<file path="config.mk">
export PLATFORM = sky130hd
export DESIGN_NAME = vend_mealy_change_flat
export DESIGN_NICKNAME = d
export VERILOG_FILES = /design/src/rtl/vend_mealy_change_if.sv /design/src/rtl/vend_mealy_change.sv /design/src/flat_wrapper.sv
export SDC_FILE = /design/constraint.sdc
export NUM_CORES = 1
export LEC_CHECK = 0
export CORE_MARGIN = 5
export CORE_UTILIZATION = 32
export CTS_CLUSTER_SIZE = 28
export DETAILED_ROUTE_END_ITERATION = 16
export GPL_TIMING_DRIVEN = 0
export SYNTH_ARGS = -nofsm -noshare
export SYNTH_HDL_FRONTEND = slang
export SYNTH_SLANG_ARGS = --single-unit
</file>
<file path="constraint.sdc">
create_clock -name Clk -period 7.2 [get_ports Clk]
set_clock_uncertainty 0.1 [all_clocks]
set_input_delay 1.44 -clock Clk [delete_from_list [all_inputs] [get_ports Clk]]
set_output_delay 1.44 -clock Clk [all_outputs]
set_load 0.03 [all_outputs]
</file>
<file path="src/rtl/vend_mealy_change_if.sv">
// rtl/vend_mealy_change_if.sv - coin/cancel inputs and vending/refund outputs of vend_mealy_change
interface vend_mealy_change_if #(
  parameter int CW    = 3,
  parameter int CNT_W = 8
);
  logic [1:0]       D_in;
  logic             Cancel;
  logic             D_out_mealy;
  logic             D_out_reg;
  logic             Change_out;
  logic             Busy;
  logic [CW-1:0]    Credit;
  logic [CNT_W-1:0] Sold_cnt;

  modport master (
    output D_in, Cancel,
    input  D_out_mealy, D_out_reg, Change_out, Busy, Credit, Sold_cnt
  );

  modport slave (
    input  D_in, Cancel,
    output D_out_mealy, D_out_reg, Change_out, Busy, Credit, Sold_cnt
  );
endinterface

</file>
<file path="src/rtl/vend_mealy_change.sv">
// rtl/vend_mealy_change.sv - Mealy vending FSM with unit-by-unit change refund and sales counter
module vend_mealy_change #(
  parameter int PRICE     = 4,
  parameter int COIN0_VAL = 1,
  parameter int COIN1_VAL = 2,
  parameter int CNT_W     = 8
) (
  input  logic                Clk,
  input  logic                Reset,
  vend_mealy_change_if.slave  bus
);

  localparam int CW = $clog2(PRICE + COIN0_VAL + COIN1_VAL + 1);
  localparam logic [CW-1:0] PRICE_W = CW'(PRICE);
  localparam logic [CW-1:0] COIN0_W = CW'(COIN0_VAL);
  localparam logic [CW-1:0] COIN1_W = CW'(COIN1_VAL);

  // One-hot-ish encoding leaves 00/11 as illegal codes that recover to IDLE.
  typedef enum logic [1:0] {
    S_IDLE   = 2'b01,
    S_REFUND = 2'b10
  } state_t;

  state_t           state_q, state_d;
  logic [CW-1:0]    credit_q, credit_d;
  logic [CW-1:0]    refund_q, refund_d;
  logic [CNT_W-1:0] sold_q, sold_d;
  logic             d_out_reg_q;

  logic [CW-1:0] coin_sum;
  logic [CW-1:0] total;
  logic          sale;

  assign coin_sum = (bus.D_in[0] ? COIN0_W : '0) + (bus.D_in[1] ? COIN1_W : '0);
  assign total    = credit_q + coin_sum;
  assign sale     = (state_q == S_IDLE) && !bus.Cancel && (coin_sum != '0) && (total >= PRICE_W);

  always_ff @(posedge Clk or posedge Reset) begin
    if (Reset) begin
      state_q     <= S_IDLE;
      credit_q    <= '0;
      refund_q    <= '0;
      sold_q      <= '0;
      d_out_reg_q <= 1'b0;
    end else begin
      state_q     <= state_d;
      credit_q    <= credit_d;
      refund_q    <= refund_d;
      sold_q      <= sold_d;
      d_out_reg_q <= sale;
    end
  end

  always_comb begin
    state_d  = state_q;
    credit_d = credit_q;
    refund_d = refund_q;
    sold_d   = sold_q;
    case (state_q)
      S_IDLE: begin
        if (bus.Cancel) begin
          if (credit_q != '0) begin
            state_d  = S_REFUND;
            refund_d = credit_q;
            credit_d = '0;
          end
        end else if (sale) begin
          credit_d = '0;
          sold_d   = sold_q + CNT_W'(1);
          if (total != PRICE_W) begin
            state_d  = S_REFUND;
            refund_d = total - PRICE_W;
          end
        end else begin
          credit_d = total;
        end
      end
      S_REFUND: begin
        // Coins and Cancel are swallowed while change is paid out.
        credit_d = '0;
        refund_d = refund_q - CW'(1);
        if (refund_q <= CW'(1)) begin
          state_d  = S_IDLE;
          refund_d = '0;
        end
      end
      default: begin
        state_d  = S_IDLE;
        credit_d = '0;
        refund_d = '0;
      end
    endcase
  end

  always_comb begin
    bus.D_out_mealy = sale & ~Reset;
    bus.D_out_reg   = d_out_reg_q;
    bus.Change_out  = (state_q == S_REFUND);
    bus.Busy        = (state_q == S_REFUND);
    bus.Credit      = credit_q;
    bus.Sold_cnt    = sold_q;
  end

endmodule
</file>
<file path="src/flat_wrapper.sv">
// flat-port wrapper written by rule: the top's interface ports become plain ports
module vend_mealy_change_flat 
#(
  parameter int PRICE     = 4,
  parameter int COIN0_VAL = 1,
  parameter int COIN1_VAL = 2,
  parameter int CNT_W     = 8
)
  (Clk, Reset, bus_D_in, bus_Cancel, bus_D_out_mealy, bus_D_out_reg, bus_Change_out, bus_Busy, bus_Credit, bus_Sold_cnt);
  vend_mealy_change_if #(.CNT_W(CNT_W)) bus_i ();
  input  logic Clk;
  input  logic Reset;
  input wire logic [$bits(bus_i.D_in)-1:0] bus_D_in;
  input wire logic [$bits(bus_i.Cancel)-1:0] bus_Cancel;
  output wire logic [$bits(bus_i.D_out_mealy)-1:0] bus_D_out_mealy;
  output wire logic [$bits(bus_i.D_out_reg)-1:0] bus_D_out_reg;
  output wire logic [$bits(bus_i.Change_out)-1:0] bus_Change_out;
  output wire logic [$bits(bus_i.Busy)-1:0] bus_Busy;
  output wire logic [$bits(bus_i.Credit)-1:0] bus_Credit;
  output wire logic [$bits(bus_i.Sold_cnt)-1:0] bus_Sold_cnt;
  assign bus_i.D_in = bus_D_in;
  assign bus_i.Cancel = bus_Cancel;
  assign bus_D_out_mealy = bus_i.D_out_mealy;
  assign bus_D_out_reg = bus_i.D_out_reg;
  assign bus_Change_out = bus_i.Change_out;
  assign bus_Busy = bus_i.Busy;
  assign bus_Credit = bus_i.Credit;
  assign bus_Sold_cnt = bus_i.Sold_cnt;
  vend_mealy_change #(.PRICE(PRICE), .COIN0_VAL(COIN0_VAL), .COIN1_VAL(COIN1_VAL), .CNT_W(CNT_W)) u_core (.Clk(Clk), .Reset(Reset), .bus(bus_i));
endmodule
</file>
==> metrics list, run 1 <==
- In the final timing run, aggregate negative setup slack is 0 ps.
- The initial antenna violation count is 0.
- Final net count: 125
* Most frequent cells after synthesis: 16 x dfrtp_1, 6 x ha_1, 6 x inv_1, 6 x xnor2_1
- The analysis attributes to cell leakage a power of 0.000547 uW.
* Via count: 741
- Top post-synthesis cells by area: dfrtp_1 40%, ha_1 7.5%, xnor2_1 5.2%, mux2_4 3.0%, dfstp_2 2.6%
* Least-Margin Pin Slew: 645 ps
- STA classifies the critical path endpoint as an output pin.
- Synth unique cells: 39
- Fraction of power consumed by the clock network: 13.2%
- Worst hold margin: 399 ps
- After clock tree synthesis, the clock-pin slew on the worst setup and hold paths is 90 ps.
- The min-delay analysis places its worst path in the category reg2reg.
- In the global route stage, overall resource usage came out at 10.3%.
* Fraction of final layout cells with drive strength greater than 1: 17.0%
* Final std cells w/o fill: 156
- The longest clock path from root to sink contains 2 buffers.
- The hold violation total from the final report came to 0.
- At the worst endpoint, the required time is 5660 ps.
- The run finished with clean final reports.
* Total non-filler cell area in the finished layout: 1260 um2
- Counting flops with an async set or reset pin after synthesis yields a share of 100%.
- Largest vdd supply drop: 0.109 mV
- For this run, the number of Yosys warnings is 0.
* RSZ-0062 raised after global routing: no
* Clock tree from TritonCTS: yes
- Clock Sink Count: 17
* Average wire length per cell after detail routing: 13.1 um
- Summing every instance area after synthesis gives 1000 um2.
- Across the run, the number of max-cap violations was 0.
- For this run, the leading register cell type out of synthesis is dfrtp_1.
- In this run the power density over the cells is 305 nW/um2.
- In this run the remaining antenna-violating nets after routing total 0.
- Clock insertion delay at the later pin of the skew report: 290 ps
- The worst setup path is of the in2out kind.
- Clock tree root driver cell: clkbuf_4
- The repair_antennas step left the layout with diodes totalling 0.
- Effective utilization at floorplan: 33.1%
* Fraction of synthesized cell area taken by the top area cell type: 40.0%
- The congestion estimate from routability-driven global placement came to 0.870.
- Number of fillers in the final layout: 305
- Internal Dissipation: 231 uW
- Biggest area consumer among synthesized cells: dfrtp_1
* Detailed Routing Iterations Pass 1: 4
- Horizontal extent of the die: 65.9 um
- Number of ports placed on the die boundary: 20
- Hold bufs inserted after CTS: 0
* Via count of the first global-routing pass: 762
- The number of clock buffers added by TritonCTS is 3.
* Avg Inst Size Synth: 11.1 um2
- The area growth from synthesis to layout is 26.1%.
- Area after detailed placement: 1240 um2
- Wires add up to 2.04 mm.
- Starting DRC count in detailed routing: 22
* Post-Syn Nets: 102
* Max reg flops: 8
* Core box area: 3030 um2
- Global-route wire length before repair: 3.43 mm
* Routed via count divided by cell count: 4.75
- Setup violations remaining at the end of the flow were counted as 0.
- H-tree depth: 1
* Post-synthesis cell count: 90
* Die Y-Extent: 65.9 um
- Portion of total power attributed to combinational logic: 50.9%
* Flop and latch count out of synthesis: 17
- The total overflow left after global routing is 0.
* Detail Placement HPWL: 1.61 mm
- Pin count of the biggest net entering global routing: 18
* Post-layout minimum cycle time: 5280 ps
* DRC: 0
* Sequential area share after synthesis: 42.6%
* Maximum fanout count along the critical path: 4
- The floorplan has 20 rows.
* Sw frac: 40.0%
- The worst setup path is launched from an input pin.
* Relative slew slack: 57.0%
* Most common cell in the synthesized netlist: dfrtp_1
* Port Buffers: 18
* Fraction of power consumed by sequential logic: 35.9%
- After clock tree synthesis, the setup repair step added 0 buffers.
- The floorplan step defined a die boundary enclosing 4350 um2.
- The number of pins with negative max-slew slack in the final report is 0.
- Once placement completed, the tool counted placed cells totaling 152.
- Number of enable flip-flop cells after synthesis: 0
* Worst endpoint data arrival time: 3740 ps
* Power spent charging and discharging nets: 154 uW
- Peak Freq: 190 MHz
- In this run, post-CTS repair resized a total of 0 instances.
* Final Cycle Share: 73.3%
[cells by family after synthesis]
group           Yosys count  synth area share (%)
fa+ha+maj                 7                  9.50
flops                    17                  42.6
mux                       5                  6.25
xor+xnor                 10                  9.50
compound gates           10                  8.38
simple gates             33                  20.2
buf+inv                   8                  3.50
[worst max-delay path, cell delays in order]
cell and delay (ps):
clkdlybuf4s50_1 430, ha_1 200, fa_1 470, xnor2_2 220
nor4_1 250, clkdlybuf4s50_1 720
[final timing paths]
kind                                   startpoint  slack [ps]                      to  cells after the start
hold reg to reg            u_core.bus.Sold_cnt[7]         400  u_core.bus.Sold_cnt[7]                      1
setup reg to reg             u_core.bus.Credit[0]        4710      u_core.refund_q[1]                      6
setup / recovery                      bus_D_in[0]        1920         bus_D_out_mealy                      6
max in group asynchronous                   Reset        5080      u_core.refund_q[2]                      2
min in group asynchronous                   Reset        1500  u_core.bus.Sold_cnt[1]                      2
hold / removal             u_core.bus.Sold_cnt[7]         400  u_core.bus.Sold_cnt[7]                      1
[cell usage in the layout (no fill, tap or decap), types with 2 or more instances in the layout]
cell type,instances
clkdlybuf4s50_1,18
dfrtp_1,16
xnor2_1,6
inv_1,6
ha_1,6
nor2_1,4
nand2_1,4
xor2_1,3
nor4_1,3
nand3_1,3
clkbuf_4,3
nand2b_1,2
a21oi_1,2
and2_2,2
and2_1,2
nand4_1,2
nor2b_1,2
mux2_2,2
mux2_4,2
and3_1,2
[stage by stage]
step,util [%],power [uW],setup WS (ps)
6_report,41.7,385,1920
5_1_grt,41.7,413,1780
4_1_cts,41.7,391,1910
3_5_place_dp,40.8,337,1950
3_3_place_gp,40.8,330,1920
2_1_floorplan,-,281,2430
[final cells by class]
type | instances | area, um2 | area share (%)
multi-input cells | 65 | 539 | 42.7
inverters | 6 | 22.5 | 1.78
well taps | 44 | 55.1 | 4.36
repair buffers | 18 | 180 | 14.3
flip-flops and latches | 17 | 427 | 33.8
clock buffers | 4 | 26.3 | 2.08
plain buffers | 2 | 12.5 | 0.991
[power groups by stage]
stage | sequential [uW] | clock [uW] | combinational (uW)
after floorplan | 153 | 0 | 128
after global placement | 138 | 0 | 192
after detailed placement | 140 | 0 | 197
after CTS | 139 | 54.6 | 198
after global routing | 142 | 56.6 | 214
final | 138 | 50.7 | 196
[routing by layer]
metal | GRT usage, % | routed length (um) | part of all wire (%) | vias to the layer above
li1 | - | - | - | 360
met1 | 13.5 | 978 | 48 | 361
met2 | 16.0 | 956 | 47 | 15
met3 | 1.70 | 55 | 2.7 | 5
met4 | 6.09 | 51 | 2.5 | 0
met5 | 0 | 0 | 0 | -
Note: power is estimated with default switching activity, not from simulation.
==> run 2, diff against run 1 <==
==> constraint.sdc (replaced) <==
create_clock -name Clk -period 4.35 [get_ports Clk]
set_clock_uncertainty 0.1 [all_clocks]
set_input_delay 0.87 -clock Clk [delete_from_list [all_inputs] [get_ports Clk]]
set_output_delay 0.87 -clock Clk [all_outputs]
set_load 0.03 [all_outputs]
==> results of run 2 <==
The final DEF is identical to that of run 1. Status: completed.
Among the figures that moved: setup slack after placement 1950 ps -> 237 ps; setup slack after layout 1920 ps -> 214 ps; register-to-register setup slack 4710 ps -> 1860 ps; total power 385 uW -> 637 uW; worst IR drop on VDD 0.109 mV -> 0.181 mV
==> run 3, diff against run 2 <==
==> constraint.sdc (replaced) <==
create_clock -name Clk -period 4.66 [get_ports Clk]
set_clock_uncertainty 0.1 [all_clocks]
set_input_delay 0.466 -clock Clk [delete_from_list [all_inputs] [get_ports Clk]]
set_output_delay 0.466 -clock Clk [all_outputs]
set_load 0.03 [all_outputs]
==> results of run 3 <==
The final DEF is identical to that of run 1. Status: completed.
Among the figures that moved: setup slack after placement 1950 ps -> 1350 ps; setup slack after layout 1920 ps -> 1330 ps; register-to-register setup slack 4710 ps -> 2170 ps; total power 385 uW -> 594 uW; worst IR drop on VDD 0.109 mV -> 0.169 mV
